`config.mk`:
```
export PLATFORM = sky130hd
export DESIGN_NAME = fugue_load_sequencer
export DESIGN_NICKNAME = d
export VERILOG_FILES = /design/src/rtl/fugue_load_sequencer.sv
export SDC_FILE = /design/constraint.sdc
export NUM_CORES = 1
export LEC_CHECK = 0
export BUFFER_PORTS_ARGS = -buffer_cell sky130_fd_sc_hd__buf_2
export CAP_MARGIN = 20
export CORE_UTILIZATION = 60
export DETAILED_ROUTE_END_ITERATION = 10
export PLACE_DENSITY = 0.93
export SLEW_MARGIN = 30
export SYNTH_ARGS = -nofsm -noshare
export SYNTH_HDL_FRONTEND = slang
export SYNTH_SLANG_ARGS = --single-unit
```
`constraint.sdc`:
```
create_clock -name clk -period 6.85 [get_ports clk]
set_input_delay 1.0275 -clock clk [delete_from_list [all_inputs] [get_ports clk]]
set_output_delay 1.0275 -clock clk [all_outputs]
set_load 0.02 [all_outputs]
```
`src/rtl/fugue_load_sequencer.sv`:
```
// Feeds a 32-bit word stream into the fugue core as 16-bit load beats, then the 64-bit bit length.
// Optional macro FUGUE_LOAD_TIMEOUT_EN adds a load-without-ack watchdog that sets the sticky err flag.
module fugue_load_sequencer #(
    parameter int WORDSIZE = 32,
    parameter int IOSIZE   = 16,
    parameter int LEN_W    = 64,
    parameter int TIMEOUT  = 255
) (
    input  logic                clk,
    input  logic                rst,
    input  logic                start,
    input  logic                in_valid,
    output logic                in_ready,
    input  logic [WORDSIZE-1:0] in_data,
    input  logic                in_last,
    input  logic [2:0]          in_bytes,
    input  logic                ack,
    output logic                init,
    output logic                load,
    output logic [IOSIZE-1:0]   idata,
    output logic                busy,
    output logic                done,
    output logic                err
);

    localparam int NBYTES    = WORDSIZE / 8;
    localparam int LEN_BEATS = LEN_W / IOSIZE;
    localparam int IDX_W     = $clog2(LEN_BEATS);

    if (WORDSIZE != 2 * IOSIZE || LEN_W % IOSIZE != 0 || TIMEOUT < 1) begin : g_bad_params
        $error("fugue_load_sequencer: unsupported parameter set");
    end

    typedef enum logic [2:0] {
        S_IDLE,
        S_INIT,
        S_WAIT_WORD,
        S_LOAD_HI,
        S_LOAD_LO,
        S_LEN,
        S_DONE
    } state_t;

    state_t              state_q, state_d;
    logic [WORDSIZE-1:0] word_q, word_d;
    logic                last_q, last_d;
    logic [LEN_W-1:0]    bitcnt_q, bitcnt_d;
    logic [IDX_W-1:0]    idx_q, idx_d;
    logic                load_q, load_d;
    logic [IOSIZE-1:0]   idata_q, idata_d;

    logic [2:0]          nb_eff;
    logic [WORDSIZE-1:0] masked;
    logic [5:0]          add_bits;
    logic                xfer;
    logic [LEN_W-1:0]    len_shift;

`ifdef FUGUE_LOAD_TIMEOUT_EN
    localparam int TO_W = $clog2(TIMEOUT + 1);
    logic [TO_W-1:0] to_cnt_q, to_cnt_d;
    logic            err_q, err_d;
    logic            timeout_hit;
`endif

    assign xfer = load_q & ack;

    always_comb begin
        nb_eff   = (in_bytes > 3'd4) ? 3'd4 : in_bytes;
        masked   = in_data;
        for (int b = 0; b < NBYTES; b++) begin
            if (in_last && b >= int'(nb_eff)) begin
                masked[WORDSIZE-1-8*b -: 8] = 8'h00;
            end
        end
        add_bits = in_last ? {nb_eff, 3'b000} : 6'(WORDSIZE);

        state_d  = state_q;
        word_d   = word_q;
        last_d   = last_q;
        bitcnt_d = bitcnt_q;
        idx_d    = idx_q;

        unique case (state_q)
            S_IDLE: begin
                if (start) state_d = S_INIT;
            end
            S_INIT: begin
                bitcnt_d = '0;
                idx_d    = '0;
                state_d  = S_WAIT_WORD;
            end
            S_WAIT_WORD: begin
                if (in_valid) begin
                    word_d   = masked;
                    last_d   = in_last;
                    bitcnt_d = bitcnt_q + LEN_W'(add_bits);
                    idx_d    = '0;
                    state_d  = (in_last && nb_eff == 3'd0) ? S_LEN : S_LOAD_HI;
                end
            end
            S_LOAD_HI: begin
                if (xfer) state_d = S_LOAD_LO;
            end
            S_LOAD_LO: begin
                if (xfer) state_d = last_q ? S_LEN : S_WAIT_WORD;
            end
            S_LEN: begin
                if (xfer) begin
                    if (idx_q == IDX_W'(LEN_BEATS - 1)) state_d = S_DONE;
                    else                                idx_d   = idx_q + 1'b1;
                end
            end
            S_DONE: begin
                state_d = S_IDLE;
            end
            default: begin
                state_d = S_IDLE;
            end
        endcase

`ifdef FUGUE_LOAD_TIMEOUT_EN
        // The watchdog only counts cycles where a beat is offered and refused.
        err_d       = err_q;
        timeout_hit = load_q && !ack && (to_cnt_q == TO_W'(TIMEOUT - 1));
        to_cnt_d    = (load_q && !ack) ? to_cnt_q + 1'b1 : '0;
        if (state_q == S_IDLE && start) err_d = 1'b0;
        if (timeout_hit) begin
            state_d  = S_IDLE;
            err_d    = 1'b1;
            to_cnt_d = '0;
        end
`endif

        // Beat outputs are registered, so they are derived from the next-state values.
        load_d    = (state_d == S_LOAD_HI) || (state_d == S_LOAD_LO) || (state_d == S_LEN);
        len_shift = bitcnt_d >> (IOSIZE * (LEN_BEATS - 1 - int'(idx_d)));
        unique case (state_d)
            S_LOAD_HI: idata_d = word_d[WORDSIZE-1:IOSIZE];
            S_LOAD_LO: idata_d = word_d[IOSIZE-1:0];
            S_LEN:     idata_d = len_shift[IOSIZE-1:0];
            default:   idata_d = '0;
        endcase
    end

    always_ff @(posedge clk or posedge rst) begin
        if (rst) begin
            state_q  <= S_IDLE;
            word_q   <= '0;
            last_q   <= 1'b0;
            bitcnt_q <= '0;
            idx_q    <= '0;
            load_q   <= 1'b0;
            idata_q  <= '0;
        end else begin
            state_q  <= state_d;
            word_q   <= word_d;
            last_q   <= last_d;
            bitcnt_q <= bitcnt_d;
            idx_q    <= idx_d;
            load_q   <= load_d;
            idata_q  <= idata_d;
        end
    end

`ifdef FUGUE_LOAD_TIMEOUT_EN
    always_ff @(posedge clk or posedge rst) begin
        if (rst) begin
            to_cnt_q <= '0;
            err_q    <= 1'b0;
        end else begin
            to_cnt_q <= to_cnt_d;
            err_q    <= err_d;
        end
    end
    assign err = err_q;
`else
    assign err = 1'b0;
`endif

    assign in_ready = (state_q == S_WAIT_WORD);
    assign init     = (state_q == S_INIT);
    assign busy     = (state_q != S_IDLE);
    assign done     = (state_q == S_DONE);
    assign load     = load_q;
    assign idata    = idata_q;

endmodule

```
==> flow_summary.toml, run 1 <==
[run_status]
outcome = "finished clean"

[detailed_routing]
wl_per_cell_um = 22.2
drt_iter0_markers = 738
drt-met1-wl_um = 7390
wl_met3_um = 1820
via_per_inst = 6.70
antenna_left = 0
wl_met2_um = 8930
first_pass_iters = 6
routed_wl_um = 19100
num_vias = 5772
maxUsedRoutingLayer = "met4"
drc = 0

[cells_and_area]
design_area_mm2 = 0.00731
antenna_cells = 0
multiInputGateArea_mm2 = 0.00316
fillers = 736
final_cells = 862
drive_above_1_share = 0.182
nets = 758
area_growth_pct = 14.4
ff_latch_area_mm2 = 0.00298
utilization = 0.708

[cts]
post-cts-setup-buffer-count = 0
cts_hold_buf = 0
cts_root_buf = "clkbuf_8"
numCtsBuffers = 17
cts_resized = 0
clock_latency_ns = 0.54
clock-sinks = 119
cts_tree = "built"
htreeDepth = 4
clk_pin_slew_worst_paths_ns = 0.06
cts_max_path_buffers = 2

[synth]
ys_warn_count = 0
synth.area.top_cells = "dfrtp_1 (47%), nor2_1 (4.1%), a22o_1 (4.0%)"
synth-edff-count = 0
yosys.area.top_type_share = 0.466
ys_types = 77
syn_area_per_cell_um2 = 9.65
yosysSeqAreaShare = 0.466
ys.flop_type = "dfrtp_1"
syn_inst = 662
synthArstFlopShare = 1.00
synth_nets = 707
ys_seq_elements = 119
syn_area_mm2 = 0.00639
synth.largest_area_cell = "dfrtp_1"

[global_route]
grt_pass1_wl_um = 30500
antenna_found_initial = 0
grt_pass1_vias = 5685
grt_max_degree = 81
grt_use_total = 0.367
grt-ovfl-total = 0

[placement]
detailedPlace.worstSlack_ns = 2.14
globalplace.congestion = 0.987
portBuffers = 61
place_area_mm2 = 0.00674
dp_cells = 830
hpwl_um = 12900

[critical_path]
worst_ep_arrival_time_ns = 4.80
startpoint = "in_last"
endpoint_kind = "register"
worstSetupPathType = "in2reg"
rr_worst_depth = 11
startpoint_type = "input port"
worst-path-max-fanout = 12
critPathRequiredTime_ns = 7.29
rr_startpoint = "state_q[1]$_DFF_PP0_"

[floorplanning]
die-area_mm2 = 0.0111
chipHeight_um = 105
io_pins = 63
rows = 37
start_util = 0.619
core_area_mm2 = 0.0103
die_w_um = 105

[timing]
timing.final.ws_setup_ns = 2.49
slew_violations = 0
tightest_slew_ns = 0.930
finalHoldViolCount = 0
rsz0062_at_grt = "no"
timing.hold.ws_ns = 0.478
post-route-period-util = 0.637
finalCriticalPeriod_ns = 4.36
relSlewSlack = 0.378
fmax_mhz = 229
fin_setup_tns_ns = 0
setup_viol = 0
skew_ns = 0.00805

[power]
total_leakage_power_nw = 3.35
power.density_mw_per_mm2 = 374
p_total_mw = 2.73
peakVddDrop_mv = 0.239

[worst_hold_path]
hold_path_depth = 2
hp-class = "reg2reg"
min_from = "word_q[6]$_DFF_PP0_"

[flow_run]
max_cap_viol_count = 0
sequential cells by signal, indices dropped and copies added (netlist names):
name / flops
idata: 16
idx_q: 2
state_q: 3
bitcnt_q: 64
last_q: 1
word_q: 32
load: 1
layout make-up:
cell class / count / share of cell area
well taps: 136 / 0.0233
repair buffers: 65 / 0.0464
flip-flops and latches: 119 / 0.408
clock inverters: 15 / 0.0197
clock buffers: 17 / 0.0567
inverters: 25 / 0.0132
multi-input cells: 485 / 0.433
cell usage in the layout (no fill, tap or decap), drive strengths merged, types with 14 or more instances in the layout:
master,netlist,layout
buf,16,65
a21oi,19,19
nor4,14,14
xor2,20,20
clkbuf,17,17
nor3,20,20
a22o,29,29
nand4,23,23
nand3,35,35
o21ai,22,22
inv,25,31
dfrtp,119,119
xnor2,29,29
nand2,68,68
nor2,69,69
worst max-delay path, stage by stage:
cell and delay, ns:
buf_2 0.10, nor2b_1 0.34, inv_1 0.30, nor2_1 0.19, ha_1 0.22, inv_1 0.07
fa_1 0.39, nor2b_1 0.20, o2111a_2 0.30, nand4_1 0.55, nor3_1 0.47, xnor2_1 0.15
o221a_2 0.28, o31ai_1 0.21
Yosys cell counts (all sizes together) (6+ instances only):
| library cell | n |
|---|---|
| or3 | 6 |
| xor2 | 20 |
| nor3 | 20 |
| nand3 | 35 |
| xnor2 | 29 |
| nor2 | 69 |
| nand4 | 23 |
| nor4 | 14 |
| and3 | 9 |
| dfrtp | 119 |
| o21ai | 22 |
| a21oi | 19 |
| a22o | 29 |
| or4 | 8 |
| o31ai | 8 |
| clkbuf | 17 |
| a22oi | 11 |
| inv | 25 |
| nand2 | 68 |
| and2 | 11 |
| o211ai | 6 |
| buf | 16 |
layer usage:
| layer | global-route usage | vias to the layer above |
|---|---|---|
| met3 | 0.109 | 80 |
| met4 | 0.215 | 0 |
| met2 | 0.569 | 412 |
| li1 | - | 2513 |
| met1 | 0.456 | 2767 |
| met5 | 0 | - |
cell families (layout without fill, tap and decap cells):
| family | after synthesis | count (layout) | share of synthesized area |
|---|---|---|---|
| fa+ha+maj | 4 | 4 | 0.00901 |
| flops | 119 | 119 | 0.466 |
| xor+xnor | 49 | 49 | 0.0684 |
| other cells | 1 | 1 | 0.000587 |
| simple gates | 283 | 283 | 0.237 |
| compound gates | 141 | 141 | 0.167 |
| mux | 7 | 7 | 0.0114 |
| buf+inv | 58 | 122 | 0.0404 |
power breakdown:
group	internal (mW)	switching (mW)	total [mW]
Combinational	0.287	0.647	0.934
Clock	0.489	0.357	0.845
Sequential	0.857	0.0977	0.955
Total	1.63	1.10	2.73
path summary, 6_finish.rpt:
path | slack [ns] | end
max | 2.49 | idata[7]$_DFF_PP0_
min | 0.48 | word_q[6]$_DFF_PP0_
max reg2reg | 2.90 | idata[6]$_DFF_PP0_
min reg2reg | 0.48 | word_q[6]$_DFF_PP0_
max in group asynchronous | 5.24 | bitcnt_q[58]$_DFF_PP0_
min in group asynchronous | 0.54 | bitcnt_q[9]$_DFF_PP0_
(Power assumes the default switching activity.)
==> run 2: changes to the inputs <==
==> constraint.sdc (replaced) <==
create_clock -name clk -period 4.5 [get_ports clk]
set_input_delay 0.675 -clock clk [delete_from_list [all_inputs] [get_ports clk]]
set_output_delay 0.675 -clock clk [all_outputs]
set_load 0.02 [all_outputs]
==> run 2 against run 1 <==
Effect of this change: worst hold slack lost 0.22 ns; clock skew hardly changed; design area is 0.77% higher; register-to-register slack lost 1.9 ns; non-clock buffer count up 6; final cell count is 0.70% higher; count of clock-buffer cells in the layout did not move; utilization rose by 0.55 points.
==> flow_summary.toml, run 2 (synthesized netlist as in run 1, its figures left out) <==
[run_status]
outcome = "finished clean"

[power]
switchingPower_mw = 1.72
p_comb_frac = 0.334
sequentialPowerShare = 0.343
pwr-share-clk = 0.323
power.density_mw_per_mm2 = 576
peakVddDrop_mv = 0.337
p_int_mw = 2.52
netSwitchingFraction = 0.406
total_leakage_power_nw = 3.39

[detailed_routing]
num_vias = 5907
first_pass_iters = 6
drt_iter0_markers = 767
antenna_left = 0
routed_wl_um = 19300
drc = 0
via_per_inst = 6.81
wl_per_cell_um = 22.3

[cts]
cts_hold_buf = 0
clock_latency_ns = 0.54
htreeDepth = 4
cts_resized = 0
clock-sinks = 119
cts_root_buf = "clkbuf_8"
numCtsBuffers = 17
clk_pin_slew_worst_paths_ns = 0.07
cts_tree = "built"
post-cts-setup-buffer-count = 0
cts_max_path_buffers = 2

[flow_run]
max_cap_viol_count = 0

[cells_and_area]
max_flop_register = "bitcnt_q"
area_growth_pct = 15.3
fillers = 755
largest_reg_flops = 64
nets = 764
antenna_cells = 0
final_cell_mix = "dfrtp_1 (119), nor2_1 (69), nand2_1 (67), buf_2 (61), nand3_1 (33)"
drive_above_1_share = 0.189
final_common_cell = "dfrtp_1"
utilization = 0.713

[placement]
portBuffers = 61
globalplace.congestion = 0.970
hpwl_um = 13100

[global_route]
grt-ovfl-total = 0
gr-usage-met3 = 0.0892
grt_pass1_vias = 5800
antenna_found_initial = 0
grt_pass1_wl_um = 30400
met2_usage = 0.552
met1_usage = 0.477
grt-busiest-layer = "met2"
grt_use_total = 0.365
grt_max_degree = 57

[floorplanning]
die-area_mm2 = 0.0111
io_pins = 63
start_util = 0.619
rows = 37
die_w_um = 105
core_area_mm2 = 0.0103
chipHeight_um = 105

[timing]
finalCriticalPeriod_ns = 3.76
relSlewSlack = 0.415
skew_ns = 0.00795
rsz0062_at_grt = "no"
fmax_mhz = 266
setup_viol = 0
tightest_slew_ns = 0.874
slew_violations = 0
fin_setup_tns_ns = 0
post-route-period-util = 0.835
finalHoldViolCount = 0

[critical_path]
critPathRequiredTime_ns = 4.95
rr_startpoint = "state_q[1]$_DFF_PP0_"
startpoint = "in_last"
startpoint_type = "input port"
worstSetupPathType = "in2reg"
endpoint_kind = "register"
worst-path-max-fanout = 12
worst_ep_arrival_time_ns = 4.21

[worst_hold_path]
hp-class = "in2async"
-- run 2: cell type report --
class,count,area (µm²),area share
sequential,119,2980,0.404
multi-input combinational,485,3150,0.428
tap,136,170,0.0231
timing repair buffer,71,380,0.0517
clock inverter,15,173,0.0235
inverter,25,96.3,0.0131
clock buffer,17,414,0.0563
-- run 2: power groups by stage --
stage	sequential [mW]	clock (mW)	combinational (mW)
4_1_cts	1.45	1.36	1.38
3_3_place_gp	1.44	0	1.32
5_1_grt	1.47	1.42	1.50
3_5_place_dp	1.46	0	1.35
2_1_floorplan	1.48	0	0.917
6_report	1.46	1.37	1.42
-- run 2: worst paths after layout --
| kind | end | slack (ns) | depth (start not counted) |
|---|---|---|---|
| max in group asynchronous | word_q[29]$_DFF_PP0_ | 3.34 | 3 |
| min in group clk | last_q$_DFFE_PP0P_ | 0.35 | 3 |
| worst min-delay path | state_q[1]$_DFF_PP0_ | 0.26 | 2 |
| worst min register to register | word_q[3]$_DFF_PP0_ | 0.48 | 2 |
| worst max register to register | idata[6]$_DFF_PP0_ | 1.01 | 11 |
| worst max-delay path | idata[15]$_DFF_PP0_ | 0.74 | 15 |
-- run 2: worst max-delay path, stage by stage --
cell,delay [ns]
buf_2,0.08
nor2b_1,0.30
inv_1,0.29
nor2_1,0.23
ha_1,0.27
inv_1,0.08
fa_1,0.41
nor2b_1,0.22
o2111a_2,0.31
nand4_1,0.14
buf_4,0.24
nor4_1,0.43
xor2_1,0.24
mux2i_1,0.10
o211ai_1,0.18
-- run 2: per-stage QoR --
| stage | power (mW) | cell area (µm²) | hold WS (ns) | std cells | setup WS [ns] |
|---|---|---|---|---|---|
| 2_1_floorplan | 2.40 | 6390 | 0.434 | 662 | 0.668 |
| 3_3_place_gp | 2.76 | 6780 | 0.447 | 836 | 0.653 |
| 3_5_place_dp | 2.81 | 6780 | 0.453 | 836 | 0.480 |
| 4_1_cts | 4.18 | 7360 | 0.282 | 868 | 0.751 |
| 5_1_grt | 4.39 | 7360 | 0.318 | 868 | 0.589 |
| 6_report | 4.24 | 7360 | 0.255 | 868 | 0.744 |
-- run 2: routing by layer --
layer / share of wire / up-vias
li1: - / 2521
met1: 0.40 / 2834
met2: 0.45 / 452
met3: 0.095 / 98
met4: 0.052 / 2
met5: 0.0024 / -
==> run 3: changes to the inputs <==
--- a/config.mk
+++ b/config.mk
@@ -7,9 +7,9 @@
 export LEC_CHECK = 0
 export BUFFER_PORTS_ARGS = -buffer_cell sky130_fd_sc_hd__buf_2
 export CAP_MARGIN = 20
-export CORE_UTILIZATION = 60
+export CORE_UTILIZATION = 54
 export DETAILED_ROUTE_END_ITERATION = 10
-export PLACE_DENSITY = 0.93
+export PLACE_DENSITY = 0.89
 export SLEW_MARGIN = 30
 export SYNTH_ARGS = -nofsm -noshare
 export SYNTH_HDL_FRONTEND = slang
==> constraint.sdc (replaced) <==
create_clock -name clk -period 3.4 [get_ports clk]
set_input_delay 0.51 -clock clk [delete_from_list [all_inputs] [get_ports clk]]
set_output_delay 0.51 -clock clk [all_outputs]
set_load 0.02 [all_outputs]
==> run 3 against run 2 <==
Effect of this change: utilization fell by 6.2 points; global-route usage is 4.0 points lower; non-clock buffer count rose by 15; first-iteration DRC count up 1.4%; power rose by 30%; worst hold slack worse by 0.035 ns; routed wire length fell by 0.47%; setup slack lost 0.44 ns; critical path depth shrank 1; sequential power increased by 30%; critical path type unchanged; critical endpoint is now idata[9]$_DFF_PP0_.
==> flow_summary.toml, run 3 (synthesized netlist as in run 1, its figures left out) <==
[cells_and_area]
largest_reg_flops = 64
final_common_cell = "dfrtp_1"
nets = 779
design_area_mm2 = 0.00746
max_flop_register = "bitcnt_q"
final_cell_mix = "dfrtp_1 (119), nor2_1 (69), nand2_1 (67), buf_2 (61), nand3_1 (33)"
drive_above_1_share = 0.203
antenna_cells = 0
final_cells = 890
fillers = 881
area_growth_pct = 16.8

[global_route]
grt_use_total = 0.325
grt_max_degree = 46
grt-ovfl-total = 0
grt_pass1_wl_um = 31000
antenna_found_initial = 0
grt_pass1_vias = 5861

[floorplanning]
start_util = 0.557
die-area_mm2 = 0.0123
core_area_mm2 = 0.0115
io_pins = 63
die_w_um = 111
chipHeight_um = 111
rows = 39

[placement]
dp_cells = 858
portBuffers = 61
globalplace.congestion = 0.957
hpwl_um = 13300
place_area_mm2 = 0.00691
detailedPlace.worstSlack_ns = -0.0492

[cts]
cts_hold_buf = 0
cts_resized = 0
clock-sinks = 119
post-cts-setup-buffer-count = 0
cts_max_path_buffers = 2
htreeDepth = 4
clock_latency_ns = 0.42
numCtsBuffers = 17
cts_root_buf = "clkbuf_16"
clk_pin_slew_worst_paths_ns = 0.06
cts_tree = "built"

[detailed_routing]
drt_iter0_markers = 778
via_per_inst = 6.62
num_vias = 5891
antenna_left = 0
drc = 0
first_pass_iters = 5
routed_wl_um = 19200
wl_per_cell_um = 21.6

[power]
total_leakage_power_nw = 3.44
power.density_mw_per_mm2 = 740
p_total_mw = 5.52
peakVddDrop_mv = 0.580

[timing]
skew_ns = 0.00746
relSlewSlack = 0.483
finalCriticalPeriod_ns = 3.10
slew_violations = 0
post-route-period-util = 0.912
fmax_mhz = 323
timing.final.ws_setup_ns = 0.299
finalHoldViolCount = 0
tightest_slew_ns = 0.774
rsz0062_at_grt = "no"
setup_viol = 0

[run_status]
outcome = "finished clean"

[critical_path]
crit_slowest_cell = "o311ai_0"
worst_ep_arrival_time_ns = 3.46
cp-endpoint = "idata[9]$_DFF_PP0_"
startpoint_type = "input port"
endpoint_kind = "register"
path_depth = 14
cpPeakStageDelay_ns = 0.52
r2r-end = "idata[9]$_DFF_PP0_"
worstPathCellList = "buf_2 -> nor2b_1 -> inv_1 -> nor2_1 -> ha_1 -> inv_1 -> fa_1 -> nor2b_1 -> o21ai_0 -> or3_4 -> nor2_1 -> xnor2_1 -> o311ai_0 -> a31o_2"
startpoint = "in_last"
crit_family = "simple AND/OR/NAND/NOR gates"
rr_worst_depth = 8
worstSetupPathType = "in2reg"
critPathRequiredTime_ns = 3.76
rr_startpoint = "state_q[1]$_DFF_PP0_"
worst-path-max-fanout = 5
critical_path_buf_inv_count = 3
r2r_slack_ns = 0.34

[worst_hold_path]
hp-class = "in2async"

[flow_run]
max_cap_viol_count = 0
[run 3: cell count changes in the layout (fill, tap and decap cells not counted), sizes merged]
cell,previous run,this run
buf,71,86
clkinvlp,2,3
clkbuf,17,18
bufinv,1,0
clkinv,0,5
inv,37,31
[run 3: per-layer routing]
layer,GRT usage,part of all wire,wire (µm)
met5,0,0,0
met3,0.0634,0.094,1810
met2,0.501,0.46,8830
met4,0.161,0.046,890
met1,0.439,0.40,7690
[run 3: area by class of cell]
type,count,area [µm²],share of cell area
clock buffers,18,429,0.0575
clock inverters,14,115,0.0154
inverters,25,97.6,0.0131
multi-input cells,485,3160,0.423
flip-flops and latches,119,2980,0.399
well taps,143,179,0.0240
repair buffers,86,505,0.0678
[run 3: power breakdown]
| part | internal, mW | switching [mW] | total [mW] |
|---|---|---|---|
| registers | 1.73 | 0.178 | 1.90 |
| clock network | 0.948 | 0.716 | 1.66 |
| logic | 0.637 | 1.32 | 1.95 |
| total | 3.31 | 2.21 | 5.52 |
[run 3: worst min-delay path by stage]
stage | startpoint | end | depth (start not counted)
after floorplan | word_q[6]$_DFF_PP0_ | word_q[6]$_DFF_PP0_ | 2
after global placement | word_q[6]$_DFF_PP0_ | word_q[6]$_DFF_PP0_ | 2
after detailed placement | word_q[5]$_DFF_PP0_ | word_q[5]$_DFF_PP0_ | 2
after CTS | rst | bitcnt_q[41]$_DFF_PP0_ | 2
after global routing | rst | bitcnt_q[41]$_DFF_PP0_ | 2
final | rst | bitcnt_q[41]$_DFF_PP0_ | 2
[run 3: worst register-to-register path, cell delays in order, from the launching register on]
cell and delay [ns]:
dfrtp_1 0.58, or3b_2 0.63, inv_2 0.15, nand2_1 0.10, a31oi_2 0.21, inv_1 0.27, buf_4 0.28, o311ai_0 0.55
a31o_2 0.25
[run 3: through the flow]
step           setup TNS (ns)  hold WS (ns)   util
2_1_floorplan               0         0.434      -
3_3_place_gp                0         0.445  0.603
3_5_place_dp          -0.0492         0.460  0.603
4_1_cts                     0         0.228  0.650
5_1_grt                     0         0.264  0.651
6_report                    0         0.220  0.651
